--- config.mk ---
export PLATFORM = sky130hd
export DESIGN_NAME = mem_port_arbiter_flat
export DESIGN_NICKNAME = d
export VERILOG_FILES = /design/src/rtl/mem_arb_pkg.sv /design/src/rtl/mem_port_arbiter_if.sv /design/src/rtl/mem_arb_select.sv /design/src/rtl/mem_port_arbiter.sv /design/src/flat_wrapper.sv
export SDC_FILE = /design/constraint.sdc
export NUM_CORES = 1
export LEC_CHECK = 0
export BUFFER_PORTS_ARGS = -buffer_cell sky130_fd_sc_hd__buf_2
export CAP_MARGIN = 5
export CORE_MARGIN = 3
export CORE_UTILIZATION = 47
export DETAILED_ROUTE_END_ITERATION = 8
export PLACE_DENSITY = 0.91
export RECOVER_POWER = 25
export REMOVE_ABC_BUFFERS = 1
export SKIP_CTS_REPAIR_TIMING = 1
export SYNTH_ARGS = -nofsm -noshare
export SYNTH_HDL_FRONTEND = slang
export SYNTH_SLANG_ARGS = --single-unit
--- constraint.sdc ---
create_clock -name CLK -period 2.5 [get_ports CLK]
set_input_delay 0 -clock CLK [delete_from_list [all_inputs] [get_ports CLK]]
set_output_delay 0 -clock CLK [all_outputs]
set_load 0.05 [all_outputs]
--- src/rtl/mem_arb_pkg.sv ---
// Shared types for the memory port arbiter: sequencer states, access owner, perf counter width.
package mem_arb_pkg;

    typedef enum logic [1:0] {
        IDLE,
        ACCESS,
        RESP
    } arb_state_t;

    typedef enum logic [1:0] {
        OWN_NONE,
        OWN_IF,
        OWN_LS
    } owner_t;

    localparam int PERF_CNT_W = 16;

endpackage

--- src/rtl/mem_port_arbiter_if.sv ---
// Core-side (IF, LS) and memory-side signal bundle of mem_port_arbiter.
// slave = arbiter view; master = core plus memory view.
interface mem_port_arbiter_if #(
    parameter int ADDR_W = 12,
    parameter int DATA_W = 19
);
    logic              IF_REQ;
    logic [ADDR_W-1:0] IF_ADDR;
    logic              IF_GNT;
    logic [DATA_W-1:0] IF_RDATA;
    logic              IF_VALID;

    logic              LS_REQ;
    logic              LS_WE;
    logic [ADDR_W-1:0] LS_ADDR;
    logic [DATA_W-1:0] LS_WDATA;
    logic              LS_GNT;
    logic [DATA_W-1:0] LS_RDATA;
    logic              LS_VALID;

    logic              MEM_WR_EN;
    logic [ADDR_W-1:0] MEM_ADDR;
    logic [DATA_W-1:0] MEM_WR_DATA;
    logic [DATA_W-1:0] MEM_RD_DATA;

    modport slave (
        input  IF_REQ, IF_ADDR, LS_REQ, LS_WE, LS_ADDR, LS_WDATA, MEM_RD_DATA,
        output IF_GNT, IF_RDATA, IF_VALID, LS_GNT, LS_RDATA, LS_VALID,
               MEM_WR_EN, MEM_ADDR, MEM_WR_DATA
    );

    modport master (
        output IF_REQ, IF_ADDR, LS_REQ, LS_WE, LS_ADDR, LS_WDATA, MEM_RD_DATA,
        input  IF_GNT, IF_RDATA, IF_VALID, LS_GNT, LS_RDATA, LS_VALID,
               MEM_WR_EN, MEM_ADDR, MEM_WR_DATA
    );

endinterface

--- src/rtl/mem_arb_select.sv ---
// Winner selection (LS over IF) with a saturating LS-streak counter that lets IF in after STARVE_MAX LS grants.
// Combinational select, one register; only grants while arb_en is high.
module mem_arb_select #(
    parameter int STARVE_MAX = 4
) (
    input  logic CLK,
    input  logic RST,
    input  logic arb_en,
    input  logic if_req,
    input  logic ls_req,
    output logic win_if,
    output logic win_ls
);
    localparam int CNT_W = $clog2(STARVE_MAX + 1);
    localparam logic [CNT_W-1:0] STREAK_MAX = CNT_W'(STARVE_MAX);

    logic [CNT_W-1:0] streak;

    always_comb begin
        win_ls = arb_en && ls_req && !(if_req && (streak == STREAK_MAX));
        win_if = arb_en && if_req && !win_ls;
    end

    // Streak only grows while IF is actually waiting; an uncontested LS grant restarts it.
    always_ff @(posedge CLK or posedge RST) begin
        if (RST) begin
            streak <= '0;
        end else if (win_if) begin
            streak <= '0;
        end else if (win_ls) begin
            if (!if_req)
                streak <= '0;
            else if (streak != STREAK_MAX)
                streak <= streak + CNT_W'(1);
        end
    end

endmodule

--- src/rtl/mem_port_arbiter.sv ---
// Shares one registered memory port between IF and LS: GNT 1 cycle after REQ, VALID 3 cycles after, 1 access / 2 cycles sustained.
// Requesters hold REQ until GNT; one access in flight. MEM_ARB_PERF_CNT_EN adds grant/stall counters.
module mem_port_arbiter
    import mem_arb_pkg::*;
#(
    parameter int ADDR_W     = 12,
    parameter int DATA_W     = 19,
    parameter int STARVE_MAX = 4
) (
    input  logic CLK,
    input  logic RST,
    mem_port_arbiter_if.slave bus
`ifdef MEM_ARB_PERF_CNT_EN
    ,
    output logic [PERF_CNT_W-1:0] IF_GNT_CNT,
    output logic [PERF_CNT_W-1:0] LS_GNT_CNT,
    output logic [PERF_CNT_W-1:0] IF_STALL_CNT
`endif
);
    arb_state_t state, state_nxt;
    owner_t     owner;
    logic       acc_we;
    logic       arb_en, win_if, win_ls;
    logic       resp_if, resp_ls;

    assign arb_en  = (state == IDLE) || (state == RESP);
    assign resp_if = (state == RESP) && (owner == OWN_IF);
    assign resp_ls = (state == RESP) && (owner == OWN_LS);

    mem_arb_select #(.STARVE_MAX(STARVE_MAX)) u_select (
        .CLK    (CLK),
        .RST    (RST),
        .arb_en (arb_en),
        .if_req (bus.IF_REQ),
        .ls_req (bus.LS_REQ),
        .win_if (win_if),
        .win_ls (win_ls)
    );

    always_ff @(posedge CLK or posedge RST) begin
        if (RST) state <= IDLE;
        else     state <= state_nxt;
    end

    always_comb begin
        state_nxt = state;
        case (state)
            IDLE, RESP: state_nxt = (win_if || win_ls) ? ACCESS : IDLE;
            ACCESS:     state_nxt = RESP;
            default:    state_nxt = IDLE;
        endcase
    end

    always_comb begin
        bus.IF_GNT = 1'b0;
        bus.LS_GNT = 1'b0;
        if (state == ACCESS) begin
            bus.IF_GNT = (owner == OWN_IF);
            bus.LS_GNT = (owner == OWN_LS);
        end
    end

    // Command is captured at grant and held through ACCESS; write enable is dropped as ACCESS ends
    // so the memory reads (and does not re-write) on the RESP edge.
    always_ff @(posedge CLK or posedge RST) begin
        if (RST) begin
            owner           <= OWN_NONE;
            acc_we          <= 1'b0;
            bus.MEM_WR_EN   <= 1'b0;
            bus.MEM_ADDR    <= {ADDR_W{1'b0}};
            bus.MEM_WR_DATA <= {DATA_W{1'b0}};
        end else if (win_ls) begin
            owner           <= OWN_LS;
            acc_we          <= bus.LS_WE;
            bus.MEM_WR_EN   <= bus.LS_WE;
            bus.MEM_ADDR    <= bus.LS_ADDR;
            bus.MEM_WR_DATA <= bus.LS_WDATA;
        end else if (win_if) begin
            owner           <= OWN_IF;
            acc_we          <= 1'b0;
            bus.MEM_WR_EN   <= 1'b0;
            bus.MEM_ADDR    <= bus.IF_ADDR;
            bus.MEM_WR_DATA <= {DATA_W{1'b0}};
        end else if (state == ACCESS) begin
            bus.MEM_WR_EN   <= 1'b0;
        end else if (arb_en) begin
            owner           <= OWN_NONE;
        end
    end

    always_ff @(posedge CLK or posedge RST) begin
        if (RST) begin
            bus.IF_VALID <= 1'b0;
            bus.LS_VALID <= 1'b0;
            bus.IF_RDATA <= {DATA_W{1'b0}};
            bus.LS_RDATA <= {DATA_W{1'b0}};
        end else begin
            bus.IF_VALID <= resp_if;
            bus.LS_VALID <= resp_ls;
            if (resp_if)
                bus.IF_RDATA <= bus.MEM_RD_DATA;
            if (resp_ls && !acc_we)
                bus.LS_RDATA <= bus.MEM_RD_DATA;
        end
    end

`ifdef MEM_ARB_PERF_CNT_EN
    localparam logic [PERF_CNT_W-1:0] CNT_SAT = '1;

    always_ff @(posedge CLK or posedge RST) begin
        if (RST) begin
            IF_GNT_CNT   <= '0;
            LS_GNT_CNT   <= '0;
            IF_STALL_CNT <= '0;
        end else begin
            if (win_if && (IF_GNT_CNT != CNT_SAT))
                IF_GNT_CNT <= IF_GNT_CNT + PERF_CNT_W'(1);
            if (win_ls && (LS_GNT_CNT != CNT_SAT))
                LS_GNT_CNT <= LS_GNT_CNT + PERF_CNT_W'(1);
            if (bus.IF_REQ && !bus.IF_GNT && (IF_STALL_CNT != CNT_SAT))
                IF_STALL_CNT <= IF_STALL_CNT + PERF_CNT_W'(1);
        end
    end
`endif

endmodule

--- src/flat_wrapper.sv ---
// flat-port wrapper written by rule: the top's interface ports become plain ports
module mem_port_arbiter_flat import mem_arb_pkg::*;
#(
    parameter int ADDR_W     = 12,
    parameter int DATA_W     = 19,
    parameter int STARVE_MAX = 4
)
  (CLK, RST, bus_IF_REQ, bus_IF_ADDR, bus_LS_REQ, bus_LS_WE, bus_LS_ADDR, bus_LS_WDATA, bus_MEM_RD_DATA, bus_IF_GNT, bus_IF_RDATA, bus_IF_VALID, bus_LS_GNT, bus_LS_RDATA, bus_LS_VALID, bus_MEM_WR_EN, bus_MEM_ADDR, bus_MEM_WR_DATA);
  mem_port_arbiter_if #(.ADDR_W(ADDR_W), .DATA_W(DATA_W)) bus_i ();
  input  logic CLK;
  input  logic RST;
  input wire logic [$bits(bus_i.IF_REQ)-1:0] bus_IF_REQ;
  input wire logic [$bits(bus_i.IF_ADDR)-1:0] bus_IF_ADDR;
  input wire logic [$bits(bus_i.LS_REQ)-1:0] bus_LS_REQ;
  input wire logic [$bits(bus_i.LS_WE)-1:0] bus_LS_WE;
  input wire logic [$bits(bus_i.LS_ADDR)-1:0] bus_LS_ADDR;
  input wire logic [$bits(bus_i.LS_WDATA)-1:0] bus_LS_WDATA;
  input wire logic [$bits(bus_i.MEM_RD_DATA)-1:0] bus_MEM_RD_DATA;
  output wire logic [$bits(bus_i.IF_GNT)-1:0] bus_IF_GNT;
  output wire logic [$bits(bus_i.IF_RDATA)-1:0] bus_IF_RDATA;
  output wire logic [$bits(bus_i.IF_VALID)-1:0] bus_IF_VALID;
  output wire logic [$bits(bus_i.LS_GNT)-1:0] bus_LS_GNT;
  output wire logic [$bits(bus_i.LS_RDATA)-1:0] bus_LS_RDATA;
  output wire logic [$bits(bus_i.LS_VALID)-1:0] bus_LS_VALID;
  output wire logic [$bits(bus_i.MEM_WR_EN)-1:0] bus_MEM_WR_EN;
  output wire logic [$bits(bus_i.MEM_ADDR)-1:0] bus_MEM_ADDR;
  output wire logic [$bits(bus_i.MEM_WR_DATA)-1:0] bus_MEM_WR_DATA;
  assign bus_i.IF_REQ = bus_IF_REQ;
  assign bus_i.IF_ADDR = bus_IF_ADDR;
  assign bus_i.LS_REQ = bus_LS_REQ;
  assign bus_i.LS_WE = bus_LS_WE;
  assign bus_i.LS_ADDR = bus_LS_ADDR;
  assign bus_i.LS_WDATA = bus_LS_WDATA;
  assign bus_i.MEM_RD_DATA = bus_MEM_RD_DATA;
  assign bus_IF_GNT = bus_i.IF_GNT;
  assign bus_IF_RDATA = bus_i.IF_RDATA;
  assign bus_IF_VALID = bus_i.IF_VALID;
  assign bus_LS_GNT = bus_i.LS_GNT;
  assign bus_LS_RDATA = bus_i.LS_RDATA;
  assign bus_LS_VALID = bus_i.LS_VALID;
  assign bus_MEM_WR_EN = bus_i.MEM_WR_EN;
  assign bus_MEM_ADDR = bus_i.MEM_ADDR;
  assign bus_MEM_WR_DATA = bus_i.MEM_WR_DATA;
  mem_port_arbiter #(.ADDR_W(ADDR_W), .DATA_W(DATA_W), .STARVE_MAX(STARVE_MAX)) u_core (.CLK(CLK), .RST(RST), .bus(bus_i));
endmodule
# Yosys cells after proc, flatten, opt, wreduce, memory -nomap -nowiden
# Cells that the tools add are included.
word_totals:
  reg_bits: 80
  in_bits: 67
  out_inout_bits: 74
  elab_cells: 61
classes:
  add_sub_neg: 1
  eq_ne: 8
  muxes: 21
  reduce_logical: 20
op_table:
  columns: ["cell", "n"]
  rows:
  - ["$mux 19", 2]
  - ["$mux 12", 2]
  - ["$mux 3", 4]
  - ["$logic_and 1x1->1", 8]
  - ["$mux 1", 8]
  - ["$mux 2", 4]
  - ["$ne 3x1->1 const B", 2]
  - ["$reduce_bool 3->1", 2]
  - ["$eq 2x1->1 const B", 2]
  - ["$eq 2x2->1 const B", 2]
  - ["$pmux 2 s2", 1]
  - ["$reduce_and 2->1", 2]
  - ["$add 3x1->3 const B", 1]
  - ["$eq 3x3->1 const B", 1]
  - ["$logic_not 1->1", 3]
  - ["$ne 3x3->1 const B", 1]
  - ["$logic_not 2->1", 1]
  - ["$logic_or 1x1->1", 2]
  - ["$reduce_bool 2->1", 1]
  - ["$reduce_or 2->1", 1]

# Logic depth before layout (Yosys ltp)
# Gate-level depths: netlist of run 1.
depth:
  ltp_word: 9
  ltp_mapped: 6
  mapped_depth_nobuf: 5

# Hierarchy
# Synthesis of run 1 repeated with hierarchy kept, for this count alone.
hier_totals:
  cells_unflattened: 228
  hier_area_um2: 3133.0
modules_own_cells:
  columns: ["mod", "instances", "cells_each", "area_per_inst_um2", "seq_area_each_um2"]
  rows:
  - ["mem_port_arbiter", 1, 204, 2939.1, 1926.8]
  - ["mem_arb_select", 1, 24, 193.9, 75.1]

# Worst setup path after synthesis of run 1
# No wires, ideal clock.
synth_timing:
  kind: "register to register"
  start: "reg u_core.state[0]"
  end: "reg u_core.bus.LS_RDATA[0]"
  setup_time_ps: 125
  t_arrival_ps: 1503
  required_time_ps: 2375
  path_slack_ps: 872
  path_stages_with_launch: 6
  path_buffers: 2
  period_less_slack_ps: 1628
  cell_sequence: "dfrtp_1 > buf_6 > nand2b_4 > nor3_4 > buf_12 > mux2_4"
synth_between:
  elab_chain_len: 3
synth_lines:
  columns: ["item", "line_no", "rtl"]
  rows:
  - ["from (decl)", "mem_port_arbiter.sv:20", "arb_state_t state, state_nxt;"]
  - ["from (signal assigned)", "mem_port_arbiter.sv:42", "else state <= state_nxt;"]
  - ["$eq 2x2->1", "mem_port_arbiter.sv:28", "assign resp_ls = (state == RESP) && (owner == OWN_LS);"]
  - ["$logic_and 1x1->1", "mem_port_arbiter.sv:28", null]
  - ["$logic_and 1x1->1", "mem_port_arbiter.sv:102", "if (resp_ls && !acc_we)"]
  - ["to (signal assigned)", "mem_port_arbiter.sv:96", "bus.LS_RDATA <= {DATA_W{1'b0}};"]
  - ["to (signal assigned)", "mem_port_arbiter.sv:103", "bus.LS_RDATA <= bus.MEM_RD_DATA;"]
  - ["to (decl)", "mem_port_arbiter_if.sv:28", "output IF_GNT, IF_RDATA, IF_VALID, LS_GNT, LS_RDATA, LS_VALID,"]
# No other way between the ends.
# A chain may end at the register's enable or synchronous reset.

# Worst setup path after layout of run 1
layout_timing:
  start: "reg u_core.u_select.streak[1]"
  end: "reg u_core.bus.MEM_ADDR[0] in the netlist's numbering"
layout_between:
  elab_chain_len: 7
  word_cells_on_any_way: 8
  cone_classes: "eq/ne (1); mux (1); reduce/logical (6)"
layout_lines:
  columns: ["item", "line_no", "rtl"]
  rows:
  - ["from (decl)", "mem_arb_select.sv:17", "logic [CNT_W-1:0] streak;"]
  - ["from (signal assigned)", "mem_arb_select.sv:34", "streak <= streak + CNT_W'(1);"]
  - ["$eq 3x3->1 *", "mem_arb_select.sv:20", "win_ls = arb_en && ls_req && !(if_req && (streak == STREAK_MAX));"]
  - ["$logic_and 1x1->1 *", "mem_arb_select.sv:20", null]
  - ["$logic_not 1->1 *", "mem_arb_select.sv:20", null]
  - ["$logic_and 1x1->1 *", "mem_arb_select.sv:20", null]
  - ["$logic_not 1->1", "mem_arb_select.sv:21", "win_if = arb_en && if_req && !win_ls;"]
  - ["$logic_and 1x1->1", "mem_arb_select.sv:21", null]
  - ["$reduce_bool 2->1 (no line)", null, null]
  - ["to (signal assigned)", "mem_port_arbiter.sv:70", "bus.MEM_ADDR <= {ADDR_W{1'b0}};"]
  - ["to (signal assigned)", "mem_port_arbiter.sv:76", "bus.MEM_ADDR <= bus.LS_ADDR;"]
  - ["to (signal assigned)", "mem_port_arbiter.sv:82", "bus.MEM_ADDR <= bus.IF_ADDR;"]
  - ["to (decl)", "mem_port_arbiter_if.sv:29", "MEM_WR_EN, MEM_ADDR, MEM_WR_DATA"]
# Every way passes the cells marked *; elsewhere a longest branch is shown, timed or not.

==> results of run 1 <==
## logic make-up (layout without fill, tap and decap cells)
kind of cell / after synthesis / count (layout)
multiplexers: 39 / 39
flip-flops: 80 / 80
AND/OR/NAND/NOR: 34 / 34
buffers and inverters: 21 / 226
adder cells (fa/ha/maj): 2 / 2
AO/OA/AOI/OAI: 63 / 63
## sequential cells by signal (all words and copies together), names as in the netlist
signal and cells:
u_core.acc_we 1, u_core.bus.IF_RDATA 19, u_core.bus.IF_VALID 1, u_core.bus.LS_RDATA 19
u_core.bus.LS_VALID 1, u_core.bus.MEM_ADDR 12, u_core.bus.MEM_WR_DATA 19, u_core.bus.MEM_WR_EN 1
u_core.owner 2, u_core.state 2, u_core.u_select.streak 3
## stage by stage
step | setup WS (ns) | area, sq um | std cells | util [%]
finish | 0.2997 | 4707 | 521 | 72.47
global route | 0.1649 | 4707 | 521 | 72.47
CTS | 0.7568 | 4198 | 463 | 64.63
detailed placement | 0.7579 | 3979 | 448 | 61.26
global placement | 0.8368 | 3979 | 448 | 61.26
floorplan | 0.4483 | 3129 | 225 | -
## layout make-up
class                      count  area [sq um]
sequential                    80          2002
fill                         453          1788
timing repair buffer         204          1264
multi-input combinational    138          1100
clock buffer                  10         137.6
tap                           77         96.34
clock inverter                 5         81.33
inverter                       7         26.28
## worst max-delay path: cells and delay by family, from the launching register on
| family | cells | cell delay, ns |
|---|---|---|
| simple gates | 2 | 0.46 |
| buf+inv | 3 | 0.90 |
| flops | 1 | 0.39 |
| fa+ha+maj | 1 | 0.21 |
| compound gates | 1 | 0.13 |
## where the power goes
group	leakage [nW]	total [mW]	switching (mW)	internal, mW
Combinational	1.15	2.56	1.90	0.667
Sequential	0.980	1.95	0.246	1.71
Clock	0.108	1.03	0.449	0.584
Total	2.24	5.55	2.59	2.96
## cell usage after synthesis, types with 2 or more instances
cell / number / share of area, %
dfrtp_1: 80 / 62
mux2_2: 28 / 9.8
a22o_1: 20 / 5.5
nor2_1: 18 / 2.1
o21ai_0: 14 / 2.2
a21oi_1: 11 / 1.7
a31oi_1: 10 / 1.9
mux2_4: 10 / 4.7
clkbuf_1: 8 / 0.94
inv_1: 7 / 0.82
buf_2: 4 / 0.62
nand2b_1: 4 / 0.78
nand2_1: 3 / 0.35
ha_1: 2 / 0.78
nand3_1: 2 / 0.31
nand4_1: 2 / 0.39
o22ai_1: 2 / 0.39
## layer usage
metal	global-route usage (%)	vias up	wire (microns)
li1	-	1261	-
met1	23.60	1309	3478
met2	29.49	156	4407
met3	4.935	11	763
met4	8.654	0	112
met5	0	-	0
## worst min-delay path by stage
stage | end | slack [ns] | cells past startpoint
2_1_floorplan | u_core.bus.MEM_WR_EN | 0.13 | 1
3_3_place_gp | u_core.bus.MEM_WR_DATA[14] | 0.18 | 2
3_5_place_dp | u_core.bus.MEM_WR_DATA[0] | 0.18 | 2
4_1_cts | u_core.bus.MEM_WR_DATA[14] | -0.20 | 2
5_1_grt | u_core.bus.MEM_ADDR[11] | 0.003 | 3
6_report | u_core.bus.MEM_ADDR[2] | -0.01 | 3
==> impl_summary.txt, run 1 <==
----------------------------------------------------
[Timing]
  Final Max Slew Viols ... 51
  Final setup skew ... just over 0.008 ns
  Slew of the pin with the lowest slew margin ... ~1.8 ns
  Setup TNS ... 0 ns
  Period minus WS final ... around 2.2 ns
  Worst slew margin relative to its limit ... -21.00%
  Max Fclk ... between 0.4 and 0.5 GHz
  Worst hold margin ... -0.01459 ns
  Number of failing setup endpoints in the final timing report ... 0
  RSZ-0062 raised after global routing ... no
  Endpoints failing hold ... 3
  Ratio of final minimum period to clock period ... 88.01%

[Setup path]
  Crit path launch ... u_core.u_select.streak[1]
  FF-to-FF End ... u_core.bus.MEM_ADDR[0]
  Kind of end point of the critical path ... flop
  Crit Path Category ... reg2reg
  Register-to-register setup slack ... 0.30 ns
  Crit path cell chain ... inv_1 -> ha_1 -> and3_1 -> nor2_1 -> buf_4 -> o21ai_0 -> dlygate4sd3_1
  Worst Reg2Reg Path Length in Cells ... 7
  Crit-path max FO ... 25
  CP max stage delay ... 0.56 ns
  Launch instance of the worst register-to-register path ... u_core.u_select.streak[1]
  Arrival time worst endpoint ... between 2 and 2.5 ns
  End of the critical path ... u_core.bus.MEM_ADDR[0]
  Critical Path Slowest Stage Cell ... dlygate4sd3_1
  Critical Path Start Type ... flop
  Critical path data required time ... 2.73 ns

[Floorplan]
  Die Span Y ... 88.65 microns
  Area of the die ... 7859 sq um
  Initial cell density of the core ... around half
  Core ar. ... 6495 sq um
  Die Width ... 88.65 microns
  I/O pin total ... about 140
  Row count ... 29

[Synthesis]
  Compound-cell area share of the yosys netlist ... 13.17%
  Register area share after synthesis ... 62.35%
  Synth Area in XOR/XNOR ... 0%
  Total of warnings raised by yosys ... 0
  Adder-cell share of the synthesized area ... 0.7794%
  Most used flip-flop cell after synthesis ... dfrtp_1
  Number of enable-type register cells in the synthesized netlist ... 0
  Number of instances in the synthesized netlist ... ~240
  Mux contribution to synthesized area ... 14.81%
  Post-synthesis simple-gate area fraction ... 5.534%
  Synthesis-stage register bit count ... 80
  Number of distinct library cells after synthesis ... 31
  Average footprint of a synthesized cell ... 13.43 sq um
  Fraction of registers with async set/reset ... 100.0%
  Combinational family with the most area after synthesis ... multiplexers
  Summed instance area of the synthesized netlist ... 3211 sq um

[Clock tree]
  Count of H-tree levels built during CTS ... 3
  Clock latency reported for the late side of the worst-skew pair ... 0.34 ns
  Clk slew on worst S/H paths ... ~0.08 ns
  CTS tree ... yes
  Clock sinks ... 80
  Clock buffer count from CTS ... 9
  Cell at the root of the clock tree ... clkbuf_8
  Number of buffers on the longest clock path ... 2

[Job]
  Max-Cap Viols ... 1

[GRT]
  Largest net degree at the start of global routing ... 51
  Initial antenna violation count ... 0
  Total congestion overflow ... 0
  Global-route wire length before repair ... 11040 microns
  Via count of the first global-routing pass ... 2368
  Overall global routing resource usage ... approximately 19%

[Placed design]
  Weighted congestion reported at the end of routability-driven placement ... 0.7725
  Count of input and output buffers ... 140
  Post-DP HPWL ... roughly 5200 microns

[Routing]
  Detail-routed via count per cell ... 5.253
  Routed Antenna Nets ... 0
  DRT Wirelength ... slightly below 9000 microns
  Pre-Repair DR Iteration Count ... 5
  DR WL/cell ... 16.82 microns
  Total vias in the final route ... about 2700
  # DRC ... 0
  Initial detailed-routing violation count ... around 110

[Pwr]
  Power consumption ... 5.551 mW
  Maximum resistive drop on vdd ... about 0.50 mV
  Total power divided by cell area ... 1179 nW/um^2
  Leakage Power ... 2.237 nW

[Cells and area]
  Area Overhead vs Synth ... 46.61%
  Most frequent standard cell in the layout excluding fill and tap cells ... buf_2
  Nets ... 509
  Fraction of layout cells with a size suffix above 1 ... 34.23%
  Count of inserted antenna diode cells ... 0
  Top library cells by usage in the layout, fill and taps aside ... buf_2, dfrtp_1, dlygate4sd3_1, clkbuf_1, mux2_2

[Hold path]
  Min-delay worst type ... in2reg
  Min-delay src ... bus_LS_ADDR[2]

[Run status]
  Status ... finished with violations
  Violations in the final reports ... hold timing, capacitance limit, slew limit

----------------------------------------------------
No activity file was read; power rests on OpenSTA's default activity.
==> run 2, diff against run 1 <==
--- a/config.mk
+++ b/config.mk
@@ -11,7 +11,7 @@
 export CORE_UTILIZATION = 47
 export DETAILED_ROUTE_END_ITERATION = 8
 export PLACE_DENSITY = 0.91
-export RECOVER_POWER = 25
+export RECOVER_POWER = 100
 export REMOVE_ABC_BUFFERS = 1
 export SKIP_CTS_REPAIR_TIMING = 1
 export SYNTH_ARGS = -nofsm -noshare
==> run 2 against run 1 <==
  * The run still ends with hold timing, capacitance limit, slew limit left
  * Critical path depth is the same
  * Total power down 1.6%
  * Sequential share of layout area up 0.63 points
  * First-iteration DRC count is 0.88% higher
  * Sequential cell count unchanged
  * Utilization fell by 1.1 points
  * Cell count unchanged
  * Count of clock-buffer cells in the layout unchanged
  * Die area did not move
  * Critical endpoint unchanged
  * Sequential power is essentially flat
  * Largest power group unchanged
  * Hold slack got worse by 0.0039 ns
==> impl_summary.txt, run 2 (synthesized netlist as in run 1, its figures left out) <==
----------------------------------------------------
[Clock tree]
  Clock latency reported for the late side of the worst-skew pair ... 0.34 ns (about the same)
  Clock buffer count from CTS ... 9 (unchanged)
  Cell at the root of the clock tree ... clkbuf_8
  Clock sinks ... 80 (unchanged)
  Number of buffers on the longest clock path ... 2 (unchanged)
  Clk slew on worst S/H paths ... 0.08 ns (about the same)
  CTS tree ... yes
  Count of H-tree levels built during CTS ... 3 (unchanged)

[Placed design]
  Count of input and output buffers ... 140 (unchanged)
  Post-detailed-placement cell area ... 3979 sq um (unchanged)
  Weighted congestion reported at the end of routability-driven placement ... 0.7725 (unchanged)
  Post-DP HPWL ... 5248 microns (unchanged)

[Setup path]
  Crit path cell chain ... inv_1 -> ha_1 -> and3_1 -> nor2_1 -> buf_4 -> o21ai_0 -> dlygate4sd3_1
  Number of stages on the worst setup path ... 7 (unchanged)
  Critical Path Start Type ... flop
  Kind of end point of the critical path ... flop
  Crit path max-delay family ... buffers and inverters
  Crit path buffers/inverters ... 3 (unchanged)
  Arrival time worst endpoint ... 2.43 ns (about the same)
  Critical path data required time ... 2.73 ns (about the same)
  Critical Path Slowest Stage Cell ... dlygate4sd3_1
  Crit-path max FO ... 25 (unchanged)
  Crit Path Category ... reg2reg
  CP max stage delay ... 0.56 ns (about the same)
  Worst Reg2Reg Path Length in Cells ... 7 (unchanged)

[Cells and area]
  Most frequent standard cell in the layout excluding fill and tap cells ... dfrtp_1
  Fraction of layout cells with a size suffix above 1 ... 26.80% (-7.4 points)
  Regs by FF count ... u_core.bus.IF_RDATA: 19 flops, u_core.bus.LS_RDATA: 19 flops, u_core.bus.MEM_WR_DATA: 19 flops
  Nets ... 509 (unchanged)
  Multi-input gate area ... 1066 sq um (-3.1%)
  Area Overhead vs Synth ... 44.47%
  Count of inserted antenna diode cells ... 0 (unchanged)
  Top library cells by usage in the layout, fill and taps aside ... dfrtp_1, clkbuf_1, buf_2, dlygate4sd3_1, mux2_2
  Count of fill cells added during filler insertion ... 478 (+5.5%)
  Area occupied by registers ... 2002 sq um (unchanged)
  Post-route cell area ... 4638 sq um (-1.5%)

[Timing]
  Ratio of final minimum period to clock period ... 88.04% (about the same)
  Period minus WS final ... 2.201 ns (+0.0006060 ns)
  Slew of the pin with the lowest slew margin ... 1.802 ns (-0.01089 ns)
  Number of failing setup endpoints in the final timing report ... 0 (unchanged)
  Setup TNS ... 0 ns (unchanged)
  Max Fclk ... 0.4544 GHz (about the same)
  Final setup skew ... 0.007026 ns (-0.001024 ns)
  Final Max Slew Viols ... 51 (unchanged)
  Worst slew margin relative to its limit ... -20.28% (+0.73 points)
  Endpoints failing hold ... 6 (+3)
  RSZ-0062 raised after global routing ... no
  Worst hold margin ... -0.01844 ns (-0.003855 ns)

[Run status]
  Violations in the final reports ... hold timing, capacitance limit, slew limit
  Status ... finished with violations

[Pwr]
  Share of power burned in registers ... 35.7% (+0.5 points)
  Total power divided by cell area ... 1177 nW/um^2 (-0.16%)
  Leakage Power ... 2.132 nW (-4.7%)
  Share of total power in combinational logic ... 45.4% (-0.8 points)
  Net Sw Frac ... 47.43% (+0.72 points)
  Internal power ... 2.871 mW (-2.9%)
  Maximum resistive drop on vdd ... 0.4884 mV (-1.4%)
  Clock power share ... 18.9% (+0.3 points)
  Net switching power figure ... 2.590 mW (-0.11%)

[Routing]
  Total vias in the final route ... 2740 (+0.11%)
  DR WL/cell ... 16.72 microns (-0.57%)
  Pre-Repair DR Iteration Count ... 4 (-1)
  Routed Antenna Nets ... 0 (unchanged)
  Initial detailed-routing violation count ... 115 (+0.88%)
  # DRC ... 0 (unchanged)
  Detail-routed via count per cell ... 5.259 (+0.11%)
  DRT Wirelength ... 8711 microns (-0.57%)

[GRT]
  Initial antenna violation count ... 0 (unchanged)
  Largest net degree at the start of global routing ... 51 (unchanged)
  Overall global routing resource usage ... 18.53% (unchanged)
  Via count of the first global-routing pass ... 2368 (unchanged)
  Global-route wire length before repair ... 11040 microns (unchanged)
  Total congestion overflow ... 0 (unchanged)

[Hold path]
  Worst Hold Path Cells ... 3 (unchanged)
  Min-delay worst type ... in2reg

[Floorplan]
  Initial cell density of the core ... 49.43% (unchanged)
  Die Span Y ... 88.65 microns (unchanged)
  Core ar. ... 6495 sq um (unchanged)
  I/O pin total ... 141 (unchanged)
  Row count ... 29 (unchanged)
  Die Width ... 88.65 microns (unchanged)
  Area of the die ... 7859 sq um (unchanged)

[Job]
  Max-Cap Viols ... 1 (unchanged)

----------------------------------------------------
-- run 2: cell types whose count changed in the layout (fill, tap and decap cells not counted), sizes merged --
cell	change
buf	-26
clkbuf	+26
-- run 2: tightest hold or removal path: stages --
cell and delay (ns):
buf_2 0.08, a31oi_1 0.07, a21oi_1 0.14
-- run 2: layer usage --
| layer | track usage (%) | share of wire (%) | wire [microns] |
|---|---|---|---|
| met1 | 23.60 | 40 | 3472 |
| met2 | 29.49 | 50 | 4363 |
| met3 | 4.935 | 8.9 | 772 |
| met4 | 8.654 | 1.2 | 102 |
| met5 | 0 | 0 | 0 |
-- run 2: power groups by stage --
stage                     Combinational, mW  Sequential (mW)  Clock (mW)
after floorplan                       0.527             3.35           0
after global placement                 2.51             1.93           0
after detailed placement               2.56             1.95           0
after CTS                              2.56             1.93        1.05
after global routing                   2.59             1.99        1.11
final                                  2.48             1.95        1.03
-- run 2: layout make-up --
cell class | count | share of cell area [%]
Sequential cell | 80 | 43.16
Timing Repair Buffer | 204 | 26.49
Multi-Input combinational cell | 138 | 22.98
Clock buffer | 10 | 2.967
Tap cell | 77 | 2.077
Clock inverter | 5 | 1.753
Inverter | 7 | 0.5665
-- run 2: worst paths after layout --
check | from | end | slack, ns
setup / recovery | u_core.u_select.streak[1] | u_core.bus.MEM_ADDR[0] | 0.30
hold / removal | bus_LS_ADDR[2] | u_core.bus.MEM_ADDR[2] | -0.02
setup reg to reg | u_core.u_select.streak[1] | u_core.bus.MEM_ADDR[0] | 0.30
hold reg to reg | u_core.bus.LS_RDATA[4] | u_core.bus.LS_RDATA[4] | 0.49
max in group asynchronous | RST | u_core.owner[0] | 0.58
min in group asynchronous | RST | u_core.bus.MEM_WR_DATA[0] | 0.78
-- run 2: through the flow --
step / cells / power (mW) / hold slack [ns] / worst slack, ns / util, %
2_1_floorplan: 225 / 3.874 / 0.1331 / 0.4483 / -
4_1_cts: 463 / 5.537 / -0.1965 / 0.7568 / 64.63
3_3_place_gp: 448 / 4.442 / 0.1751 / 0.8368 / 61.26
5_1_grt: 521 / 5.685 / 0.003408 / 0.1649 / 71.41
3_5_place_dp: 448 / 4.507 / 0.1835 / 0.7579 / 61.26
6_report: 521 / 5.461 / -0.01844 / 0.2991 / 71.41
